--- config.mk ---
export PLATFORM = sky130hd
export DESIGN_NAME = signal_source_flat
export DESIGN_NICKNAME = d
export VERILOG_FILES = /design/src/rtl/signal_source_if.sv /design/src/rtl/signal_source.sv /design/src/flat_wrapper.sv
export SDC_FILE = /design/constraint.sdc
export NUM_CORES = 1
export LEC_CHECK = 0
export ABC_AREA = 1
export BUFFER_PORTS_ARGS = -buffer_cell sky130_fd_sc_hd__buf_2
export CAP_MARGIN = 40
export CORE_UTILIZATION = 56
export CTS_BUF_LIST = sky130_fd_sc_hd__clkbuf_4 sky130_fd_sc_hd__clkbuf_8 sky130_fd_sc_hd__clkbuf_16
export CTS_CLUSTER_SIZE = 12
export DETAILED_ROUTE_END_ITERATION = 6
export PLACE_DENSITY = 0.8
export SYNTH_ARGS = -nofsm -noshare
export SYNTH_HDL_FRONTEND = slang
export SYNTH_SLANG_ARGS = --single-unit
--- constraint.sdc ---
create_clock -name clk_e -period 3.3 [get_ports clk_e]
set_input_delay 0 -clock clk_e [delete_from_list [all_inputs] [get_ports clk_e]]
set_output_delay 0 -clock clk_e [all_outputs]
set_load 0.01 [all_outputs]
--- src/rtl/signal_source_if.sv ---
// Bundle of the signal_source control, configuration and sample-output signals.
// The generator sits on the slave side; whatever drives it (test controller or
// bench) uses the master side.
interface signal_source_if #(
  parameter int WIDTH = 24,
  parameter int CBITS = 5,
  parameter int DBITS = 3,
  parameter int LBITS = 16
) ();

  logic             enable_i;
  logic [LBITS-1:0] length_i;
  logic             set_i;
  logic [CBITS-1:0] chan_i;
  logic [DBITS-1:0] dly_i;
  logic             inv_i;
  logic             busy_o;
  logic             strobe_o;
  logic [WIDTH-1:0] sig_o;
  logic             done_o;

  modport slave (
    input  enable_i, length_i, set_i, chan_i, dly_i, inv_i,
    output busy_o, strobe_o, sig_o, done_o
  );

  modport master (
    output enable_i, length_i, set_i, chan_i, dly_i, inv_i,
    input  busy_o, strobe_o, sig_o, done_o
  );

endinterface

--- src/rtl/signal_source.sv ---
// Synthetic antenna-signal generator. One shared 16-bit LFSR stream feeds a
// D-deep history; each channel taps the history at its own delay and can be
// inverted, giving known inter-channel lags for exercising the capture chain.
//
// state   | meaning
// --------+------------------------------------------------------------
// S_IDLE  | waiting for an enable_i rising edge; configuration writable
// S_PRIME | D cycles filling the history so every tap is valid at RUN
// S_RUN   | one sample per cycle on sig_o with strobe_o high
module signal_source #(
  parameter int          WIDTH = 24,
  parameter int          CBITS = 5,
  parameter int          DBITS = 3,
  parameter int          LBITS = 16,
  parameter logic [15:0] SEED  = 16'hACE1,
  parameter int          DELAY = 3
) (
  input logic             clk_e,
  input logic             reset,
  signal_source_if.slave  bus
);

  localparam int D = 1 << DBITS;

  localparam logic [1:0] S_IDLE  = 2'd0;
  localparam logic [1:0] S_PRIME = 2'd1;
  localparam logic [1:0] S_RUN   = 2'd2;

  // A zero seed locks the LFSR; too few channel-select bits cannot reach
  // every channel. DELAY only models output skew in simulation and has no
  // hardware meaning, so it is merely range-checked here.
  if (SEED == 16'h0000 || DELAY < 0 || (1 << CBITS) < WIDTH) begin : g_param_check
    $error("signal_source: illegal parameter combination");
  end

  logic [1:0]       state_q;
  logic             en_q;
  logic [LBITS-1:0] len_q;
  logic [LBITS-1:0] cnt_q;
  logic [DBITS-1:0] prime_q;
  logic [15:0]      lfsr_q;
  logic [D-1:0]     hist_q;
  logic [DBITS-1:0] dly_q [WIDTH];
  logic [WIDTH-1:0] inv_q;
  logic             busy_q;
  logic             strobe_q;
  logic             done_q;
  logic [WIDTH-1:0] sig_q;

  logic             start;
  logic             advance;
  logic             fb;
  logic [15:0]      lfsr_nxt;
  logic [D-1:0]     hist_nxt;
  logic [WIDTH-1:0] sig_nxt;
  logic             run_last;

  assign start    = (state_q == S_IDLE) && bus.enable_i && !en_q;
  assign advance  = (state_q == S_PRIME) || (state_q == S_RUN);
  assign fb       = lfsr_q[15] ^ lfsr_q[13] ^ lfsr_q[12] ^ lfsr_q[10];
  assign lfsr_nxt = {lfsr_q[14:0], fb};
  assign hist_nxt = {hist_q[D-2:0], lfsr_q[15]};
  assign run_last = !bus.enable_i || ((len_q != '0) && (cnt_q == len_q));

  // Per-channel taps are taken from the history as it will be after this
  // edge, so the registered sample lines up with the strobe it is issued with.
  always_comb begin
    sig_nxt = '0;
    for (int i = 0; i < WIDTH; i++) begin
      sig_nxt[i] = hist_nxt[dly_q[i]] ^ inv_q[i];
    end
  end

  // Edge detector on enable_i; a held-high enable never retriggers a run.
  always_ff @(posedge clk_e) begin
    if (reset) en_q <= 1'b0;
    else       en_q <= bus.enable_i;
  end

  // Channel configuration: writable only while idle and only for real channels.
  always_ff @(posedge clk_e) begin
    if (reset) begin
      for (int i = 0; i < WIDTH; i++) dly_q[i] <= '0;
      inv_q <= '0;
    end else if (state_q == S_IDLE && bus.set_i && (int'(bus.chan_i) < WIDTH)) begin
      dly_q[bus.chan_i] <= bus.dly_i;
      inv_q[bus.chan_i] <= bus.inv_i;
    end
  end

  // LFSR and history: reseeded on a start, shifted in PRIME and RUN, held idle.
  always_ff @(posedge clk_e) begin
    if (reset) begin
      lfsr_q <= SEED;
      hist_q <= '0;
    end else if (start) begin
      lfsr_q <= SEED;
      hist_q <= '0;
    end else if (advance) begin
      lfsr_q <= lfsr_nxt;
      hist_q <= hist_nxt;
    end
  end

  // Sequencing FSM with registered busy/strobe/done/sample outputs.
  always_ff @(posedge clk_e) begin
    if (reset) begin
      state_q  <= S_IDLE;
      len_q    <= '0;
      cnt_q    <= '0;
      prime_q  <= '0;
      busy_q   <= 1'b0;
      strobe_q <= 1'b0;
      done_q   <= 1'b0;
      sig_q    <= '0;
    end else begin
      strobe_q <= 1'b0;
      done_q   <= 1'b0;
      sig_q    <= '0;
      case (state_q)
        S_IDLE: begin
          busy_q <= 1'b0;
          if (start) begin
            state_q <= S_PRIME;
            len_q   <= bus.length_i;
            cnt_q   <= '0;
            prime_q <= DBITS'(D - 1);
            busy_q  <= 1'b1;
          end
        end
        S_PRIME: begin
          if (!bus.enable_i) begin
            state_q <= S_IDLE;
            busy_q  <= 1'b0;
          end else if (prime_q == '0) begin
            state_q  <= S_RUN;
            cnt_q    <= LBITS'(1);
            strobe_q <= 1'b1;
            sig_q    <= sig_nxt;
          end else begin
            prime_q <= prime_q - DBITS'(1);
          end
        end
        S_RUN: begin
          if (run_last) begin
            state_q <= S_IDLE;
            busy_q  <= 1'b0;
            done_q  <= 1'b1;
          end else begin
            // In continuous mode the counter wraps and is never compared.
            cnt_q    <= cnt_q + LBITS'(1);
            strobe_q <= 1'b1;
            sig_q    <= sig_nxt;
          end
        end
        default: begin
          state_q <= S_IDLE;
          busy_q  <= 1'b0;
        end
      endcase
    end
  end

  assign bus.busy_o   = busy_q;
  assign bus.strobe_o = strobe_q;
  assign bus.done_o   = done_q;
  assign bus.sig_o    = sig_q;

endmodule

--- src/flat_wrapper.sv ---
// flat-port wrapper written by rule: the top's interface ports become plain ports
module signal_source_flat 
#(
  parameter int          WIDTH = 24,
  parameter int          CBITS = 5,
  parameter int          DBITS = 3,
  parameter int          LBITS = 16,
  parameter logic [15:0] SEED  = 16'hACE1,
  parameter int          DELAY = 3
)
  (clk_e, reset, bus_enable_i, bus_length_i, bus_set_i, bus_chan_i, bus_dly_i, bus_inv_i, bus_busy_o, bus_strobe_o, bus_sig_o, bus_done_o);
  signal_source_if #(.WIDTH(WIDTH), .CBITS(CBITS), .DBITS(DBITS), .LBITS(LBITS)) bus_i ();
  input logic clk_e;
  input logic reset;
  input wire logic [$bits(bus_i.enable_i)-1:0] bus_enable_i;
  input wire logic [$bits(bus_i.length_i)-1:0] bus_length_i;
  input wire logic [$bits(bus_i.set_i)-1:0] bus_set_i;
  input wire logic [$bits(bus_i.chan_i)-1:0] bus_chan_i;
  input wire logic [$bits(bus_i.dly_i)-1:0] bus_dly_i;
  input wire logic [$bits(bus_i.inv_i)-1:0] bus_inv_i;
  output wire logic [$bits(bus_i.busy_o)-1:0] bus_busy_o;
  output wire logic [$bits(bus_i.strobe_o)-1:0] bus_strobe_o;
  output wire logic [$bits(bus_i.sig_o)-1:0] bus_sig_o;
  output wire logic [$bits(bus_i.done_o)-1:0] bus_done_o;
  assign bus_i.enable_i = bus_enable_i;
  assign bus_i.length_i = bus_length_i;
  assign bus_i.set_i = bus_set_i;
  assign bus_i.chan_i = bus_chan_i;
  assign bus_i.dly_i = bus_dly_i;
  assign bus_i.inv_i = bus_inv_i;
  assign bus_busy_o = bus_i.busy_o;
  assign bus_strobe_o = bus_i.strobe_o;
  assign bus_sig_o = bus_i.sig_o;
  assign bus_done_o = bus_i.done_o;
  signal_source #(.WIDTH(WIDTH), .CBITS(CBITS), .DBITS(DBITS), .LBITS(LBITS), .SEED(SEED), .DELAY(DELAY)) u_core (.clk_e(clk_e), .reset(reset), .bus(bus_i));
endmodule
==> impl_metrics.py, run 1 <==
metrics = {
    "finish": {
        "layout-drive-gt1-share_pct": 8.39,
        "final_common_cell": "nand2_1",
        "n_fill_cell": 1373,
        "area_delta_synth_final_pct": 14.2,
        "final_cell_mix": "196 x nand2_1, 172 x nor2_1, 159 x o21ai_0, 156 x a21oi_1, 115 x inv_1",
        "fin_nets": 1299,
        "final_area_um2": 10400,
        "utilization_pct": 65.7,
    },
    "critical_path": {
        "critPathMaxFanout": 19,
        "cp-endpoint": "u_core.cnt_q[6]$_SDFFE_PP0P_",
        "critPathRequiredTime_ns": 3.63,
        "start_kind": "flop",
        "reg2reg_slack_ns": 0.83,
        "crit_buf_inv": 2,
        "crit_chain": "inv_1 -> ha_1 -> nand2_1 -> or2_1 -> a221oi_4 -> buf_4 -> nand3_1 -> nand2_1 -> nor2_1",
        "cp-startpoint": "u_core.state_q[1]$_SDFFE_PP0P_",
        "reg2reg_depth": 9,
        "cp.depth": 9,
        "crit-reg2reg-launch": "u_core.state_q[1]$_SDFFE_PP0P_",
        "critPathSlowestCell": "a221oi_4",
        "r2r_end": "u_core.cnt_q[6]$_SDFFE_PP0P_",
        "arrival_ns": 2.81,
        "crit_type": "reg -> reg",
        "crit_top_cell": "nand2_1",
        "cp-end-kind": "flop",
        "crit_family": "compound AO/OA/AOI/OAI gates",
        "slowest_delay_ns": 0.72,
    },
    "synth": {
        "syn-cell-area_um2": 9130,
        "synth_seq_cells": 184,
        "synthCells": 1206,
        "synth_cell_types": 31,
        "synth_edf_count": 72,
        "async_flop_share_pct": 0,
        "synthesis.nets": 1243,
        "synth_seq_area_share_pct": 48.2,
        "yosysWarnings": 0,
        "synth_ff_type": "dfxtp_1",
        "synth_area_per_cell_um2": 7.57,
    },
    "clock_network": {
        "post-cts-setup-buffers": 0,
        "clk_pin_slew_ns": 0.07,
        "clock_tree.buffer_depth": 2,
        "clock_sinks": 184,
        "worst_skew_pair.late_latency_ns": 0.44,
        "cts_max_level": 4,
        "numCtsBuffers": 17,
        "cts_root_buf": "clkbuf_16",
        "cts_tree": "done",
    },
    "timing": {
        "finClkSkew_ns": 0.00981,
        "setup_viol": 0,
        "slew_headroom_pct": 37.1,
        "max_freq_mhz": 404,
        "worst_slack_ns": 0.825,
        "rsz0062_at_grt": "no",
        "period_share_pct": 75.0,
        "hold_viol_final": 0,
        "fin_setup_tns_ns": 0,
        "slew_violations": 0,
        "worst_pin_slew_ns": 0.943,
        "period_minus_slack_ns": 2.47,
    },
    "global_route": {
        "antenna_found_initial": 0,
        "grt_max_degree": 55,
        "gr-total-overflow": 0,
        "grt_use_total_pct": 27.6,
        "grt_pass1_vias": 7577,
        "grt_pass1_wl_mm": 35.8,
    },
    "floorplanning": {
        "initial_core_util_pct": 57.5,
        "num_io_pins": 56,
        "die_width_um": 130,
        "num_rows": 46,
        "fp.dieArea_um2": 16800,
        "core_area_um2": 15900,
        "fp.dieH_um": 130,
    },
    "routing": {
        "vias": 8294,
        "via_per_inst": 5.56,
        "wl_mm": 22.3,
        "wl_per_cell_um": 14.9,
        "dr.pass1.iters": 5,
        "drtIter0Drc": 785,
        "drtAntennaViolNets": 0,
        "drc": 0,
    },
    "placed_design": {
        "placed_cell_area_um2": 9650,
        "pre_cts_slack_ns": 0.859,
        "portBuffers": 55,
        "place.gp.congestion": 0.873,
        "hpwlAfterDp_mm": 14.2,
    },
    "power": {
        "combPwrFrac_pct": 30.5,
        "p_int_mw": 4.52,
        "switching_share_pct": 35.8,
        "p_leak_nw": 4.42,
        "irDropWorstVdd_uv": 430,
        "seq_power_share_pct": 40.9,
        "p_clk_share_pct": 28.5,
        "power.density_nw_per_um2": 674,
        "p_switching_mw": 2.52,
    },
    "hold_path": {
        "hold_class": "in -> reg",
    },
    "run_status": {
        "outcome": "complete, no violations",
    },
    "flow_run": {
        "cap_violations": 0,
    },
}
[power by group through the flow]
stage	Sequential (mW)	Combinational, mW	Clock, mW
2_1_floorplan	2.84	1.69	0
4_1_cts	2.87	2.13	2.02
5_1_grt	2.91	2.44	2.11
3_5_place_dp	2.92	2.09	0
3_3_place_gp	2.93	1.98	0
6_report	2.88	2.15	2.01
[kinds of logic after synthesis]
family / Yosys count / synth area share (%)
AO/OA/AOI/OAI: 333 / 18.9
XOR/XNOR: 30 / 2.88
adder cells (fa/ha/maj): 8 / 1.10
buffers and inverters: 176 / 7.71
flip-flops: 184 / 48.2
AND/OR/NAND/NOR: 475 / 21.2
[per-stage QoR]
step                cells  total power, mW  hold WS, ns
global placement     1434             4.91        0.248
floorplan            1206             4.53        0.107
detailed placement   1439             5.01        0.258
CTS                  1491             7.02      0.00726
finish               1492             7.03       0.0117
global route         1491             7.46       0.0268
[cell type report]
cell class | instances | area (µm²) | area share, %
sequential | 184 | 4400 | 42.2
timing repair buffer | 93 | 698 | 6.69
antenna | 1 | 2.50 | 0.0240
multi-input combinational | 846 | 4030 | 38.6
inverter | 120 | 450 | 4.32
clock inverter | 14 | 149 | 1.43
tap | 216 | 270 | 2.59
clock buffer | 18 | 433 | 4.15
[synth_stat cells, types with 2 or more instances]
master	number	area, µm²
dfxtp_1	112	2240
edfxtp_1	72	2160
nand3b_1	3	22.5
a211oi_1	5	37.5
nor2_1	172	646
clkbuf_1	43	161
o21ai_0	159	796
o211ai_1	6	45.0
clkinv_1	4	15.0
inv_1	116	435
buf_2	5	25.0
xor2_1	28	245
nand3_1	90	450
a21oi_1	156	781
buf_1	2	7.51
nor3_1	4	20.0
a31oi_1	2	12.5
xnor2_1	2	17.5
buf_6	3	33.8
nand4_1	9	56.3
ha_1	8	100
nand2_1	196	736
[registers in the layout (all words and copies together), names as in the netlist]
name                 cells
u_core.state_q           2
u_core.lfsr_q           16
u_core.prime_q           3
u_core.hist_q            7
u_core.bus.sig_o        24
u_core.bus.done_o        1
u_core.bus.strobe_o      1
u_core.cnt_q            16
u_core.bus.busy_o        1
u_core.dly_q            72
u_core.inv_q            24
u_core.en_q              1
u_core.len_q            16
[worst reg2reg max path: stages, from the launching register on]
cell	delay [ns]
dfxtp_1	0.34
inv_1	0.13
ha_1	0.30
nand2_1	0.07
or2_1	0.27
a221oi_4	0.72
buf_4	0.30
nand3_1	0.10
nand2_1	0.11
nor2_1	0.04
[worst min path at each step]
stage	start	end	slack, ns	cells after the start
5_1_grt	bus_dly_i[0]	u_core.dly_q[15][0]$_SDFFCE_PN0P_	0.03	3
6_report	bus_dly_i[0]	u_core.dly_q[20][0]$_SDFFCE_PN0P_	0.01	3
3_5_place_dp	bus_length_i[4]	u_core.len_q[4]$_SDFFE_PP0P_	0.26	3
3_3_place_gp	bus_length_i[4]	u_core.len_q[4]$_SDFFE_PP0P_	0.25	3
2_1_floorplan	bus_enable_i	u_core.en_q$_SDFF_PP0_	0.11	2
4_1_cts	bus_dly_i[1]	u_core.dly_q[20][1]$_SDFFCE_PN0P_	0.007	3
[layer usage]
| layer | wire length (µm) | up-vias | part of all wire [%] | track usage (%) |
|---|---|---|---|---|
| li1 | - | 4142 | - | - |
| met1 | 9370 | 3790 | 42 | 34.4 |
| met2 | 10900 | 302 | 49 | 46.8 |
| met3 | 1410 | 60 | 6.3 | 4.72 |
| met4 | 663 | 0 | 3.0 | 13.0 |
| met5 | 0 | - | 0 | 0 |
[timing repair]
item                                    4_1_cts  5_1_grt
endpoints found under the hold margin        27        0
hold buffers                                 20        0
endpoints found under the setup margin        0        0
gates resized for setup                       0        0
(Power assumes the default switching activity.)
==> inputs of run 2 (changes only) <==
Clock period 3.3 ns to 2.6 ns, I/O delays scaled along.
==> run 2 against run 1 <==
Against the previous run: combinational power grew 27%; sequential share of layout area shrank 0.52 points; non-clock buffer count grew 7; largest power group unchanged; final cell count grew 0.40%; highest routed layer unchanged; fmax grew 11%; critical endpoint is now u_core.prime_q[2]$_SDFFE_PP0P_; critical path depth grew 2; hold slack lost 0.010 ns.
==> impl_metrics.py, run 2 (synthesis results as in run 1) <==
metrics = {
    "run_status": {
        "outcome": "complete, no violations",
    },
    "critical_path": {
        "critPathRequiredTime_ns": 2.92,
        "critPathMaxFanout": 30,
        "cp-end-kind": "flop",
        "reg2reg_depth": 11,
        "crit_type": "reg -> reg",
        "crit_chain": "inv_1 -> ha_1 -> nand2_1 -> or2_1 -> buf_4 -> nor2_1 -> o21ai_0 -> inv_1 -> nand2_1 -> xor2_1 -> a21oi_1",
        "critPathSlowestCell": "dfxtp_1",
        "slowest_delay_ns": 0.38,
        "arrival_ns": 2.56,
        "start_kind": "flop",
    },
    "timing": {
        "period_share_pct": 86.1,
        "period_minus_slack_ns": 2.24,
        "slew_headroom_pct": 37.0,
        "finClkSkew_ns": 0.00954,
        "worst_pin_slew_ns": 0.944,
        "max_freq_mhz": 447,
        "setup_viol": 0,
        "fin_setup_tns_ns": 0,
        "slew_violations": 0,
        "hold_viol_final": 0,
        "rsz0062_at_grt": "no",
    },
    "clock_network": {
        "cts_root_buf": "clkbuf_16",
        "clock_sinks": 184,
        "clk_pin_slew_ns": 0.07,
        "cts_max_level": 4,
        "worst_skew_pair.late_latency_ns": 0.45,
        "numCtsBuffers": 17,
        "cts_tree": "done",
        "post-cts-setup-buffers": 0,
        "clock_tree.buffer_depth": 2,
    },
    "routing": {
        "met1Wirelength_mm": 9.23,
        "wl_per_cell_um": 14.7,
        "wl_met3_mm": 1.68,
        "dr.pass1.iters": 5,
        "drtAntennaViolNets": 0,
        "route.met2.wl_mm": 10.7,
        "drtIter0Drc": 767,
        "wl_mm": 22.1,
        "maxUsedRoutingLayer": "met4",
        "via_per_inst": 5.57,
        "vias": 8350,
        "drc": 0,
    },
    "hold_path": {
        "hold_depth": 3,
        "hold_class": "in -> reg",
    },
    "power": {
        "irDropWorstVdd_uv": 636,
        "power.density_nw_per_um2": 882,
        "p_leak_nw": 4.49,
    },
    "floorplanning": {
        "num_rows": 46,
        "fp.dieArea_um2": 16800,
        "core_area_um2": 15900,
        "fp.dieH_um": 130,
        "num_io_pins": 56,
        "die_width_um": 130,
        "initial_core_util_pct": 57.5,
    },
    "global_route": {
        "gr-total-overflow": 0,
        "grt_max_degree": 34,
        "grt_pass1_vias": 7601,
        "grt_use_total_pct": 27.8,
        "antenna_found_initial": 0,
        "grt_pass1_wl_mm": 36.0,
    },
    "finish": {
        "final_common_cell": "nand2_1",
        "area_delta_synth_final_pct": 15.6,
        "regMostFlops": "u_core.dly_q",
        "antenna_cells": 0,
        "n_fill_cell": 1339,
        "layout-drive-gt1-share_pct": 8.89,
        "final_area_um2": 10600,
        "fin_nets": 1306,
        "final_cell_mix": "196 x nand2_1, 172 x nor2_1, 159 x o21ai_0, 156 x a21oi_1, 115 x inv_1",
        "largest_reg_flops": 72,
    },
    "placed_design": {
        "portBuffers": 55,
        "placed_cell_area_um2": 9700,
        "place.gp.congestion": 0.840,
        "hpwlAfterDp_mm": 14.4,
    },
    "flow_run": {
        "cap_violations": 0,
    },
}
-- run 2: cell count changes in the layout (fill, tap and decap cells not counted), sizes merged --
cell	change
diode	-1
clkinvlp	-1
clkbuf	-1
bufinv	+3
inv	+4
buf	+7
clkinv	-5
-- run 2: what timing repair did --
action                    4_1_cts  5_1_grt
resized for setup               0        0
hold buffers                   20        0
hold endpoints to repair       26        0
-- run 2: layout make-up --
| class | instances | area (µm²) | share of cell area, % |
|---|---|---|---|
| well taps | 216 | 270 | 2.56 |
| repair buffers | 100 | 751 | 7.11 |
| clock buffers | 17 | 425 | 4.03 |
| inverters | 120 | 450 | 4.26 |
| clock inverters | 15 | 236 | 2.24 |
| flip-flops and latches | 184 | 4400 | 41.7 |
| multi-input cells | 846 | 4030 | 38.1 |
-- run 2: stage by stage --
step,hold slack (ns),setup slack [ns],std cells,total power [mW],utilization [%]
2_1_floorplan,0.107,0.698,1206,5.75,-
3_3_place_gp,0.250,0.473,1441,6.30,60.4
3_5_place_dp,0.263,0.369,1446,6.40,61.1
4_1_cts,0.00659,0.338,1498,9.31,66.5
5_1_grt,0.0267,0.142,1498,9.89,66.5
6_report,0.00176,0.362,1498,9.31,66.5
-- run 2: final timing paths --
path                                                       end                           start  slack [ns]
worst max-delay path            u_core.prime_q[2]$_SDFFE_PP0P_  u_core.state_q[0]$_SDFFE_PP0P_        0.36
worst min register to register   u_core.lfsr_q[2]$_SDFFE_PP0P_   u_core.lfsr_q[2]$_SDFFE_PP0P_        0.46
worst min-delay path             u_core.inv_q[21]$_SDFFE_PP0P_                       bus_inv_i       0.002
worst max register to register  u_core.prime_q[2]$_SDFFE_PP0P_  u_core.state_q[0]$_SDFFE_PP0P_        0.36
-- run 2: power by group --
group          switching [mW]  internal [mW]
Combinational            1.72           1.00
Sequential              0.336           3.35
Clock                    1.17           1.73
Total                    3.23           6.08
-- run 2: worst max-delay path: cells and delay by family (launching register included) --
family / cells / cell delay (ns)
buf+inv: 3 / 0.55
simple gates: 4 / 0.52
flops: 1 / 0.38
fa+ha+maj: 1 / 0.28
compound gates: 2 / 0.24
xor+xnor: 1 / 0.17
-- run 2: metal layers --
| layer | track usage [%] | vias to the layer above |
|---|---|---|
| met5 | 0 | - |
| li1 | - | 4149 |
| met4 | 11.1 | 0 |
| met3 | 5.70 | 53 |
| met1 | 34.7 | 3812 |
| met2 | 47.2 | 336 |
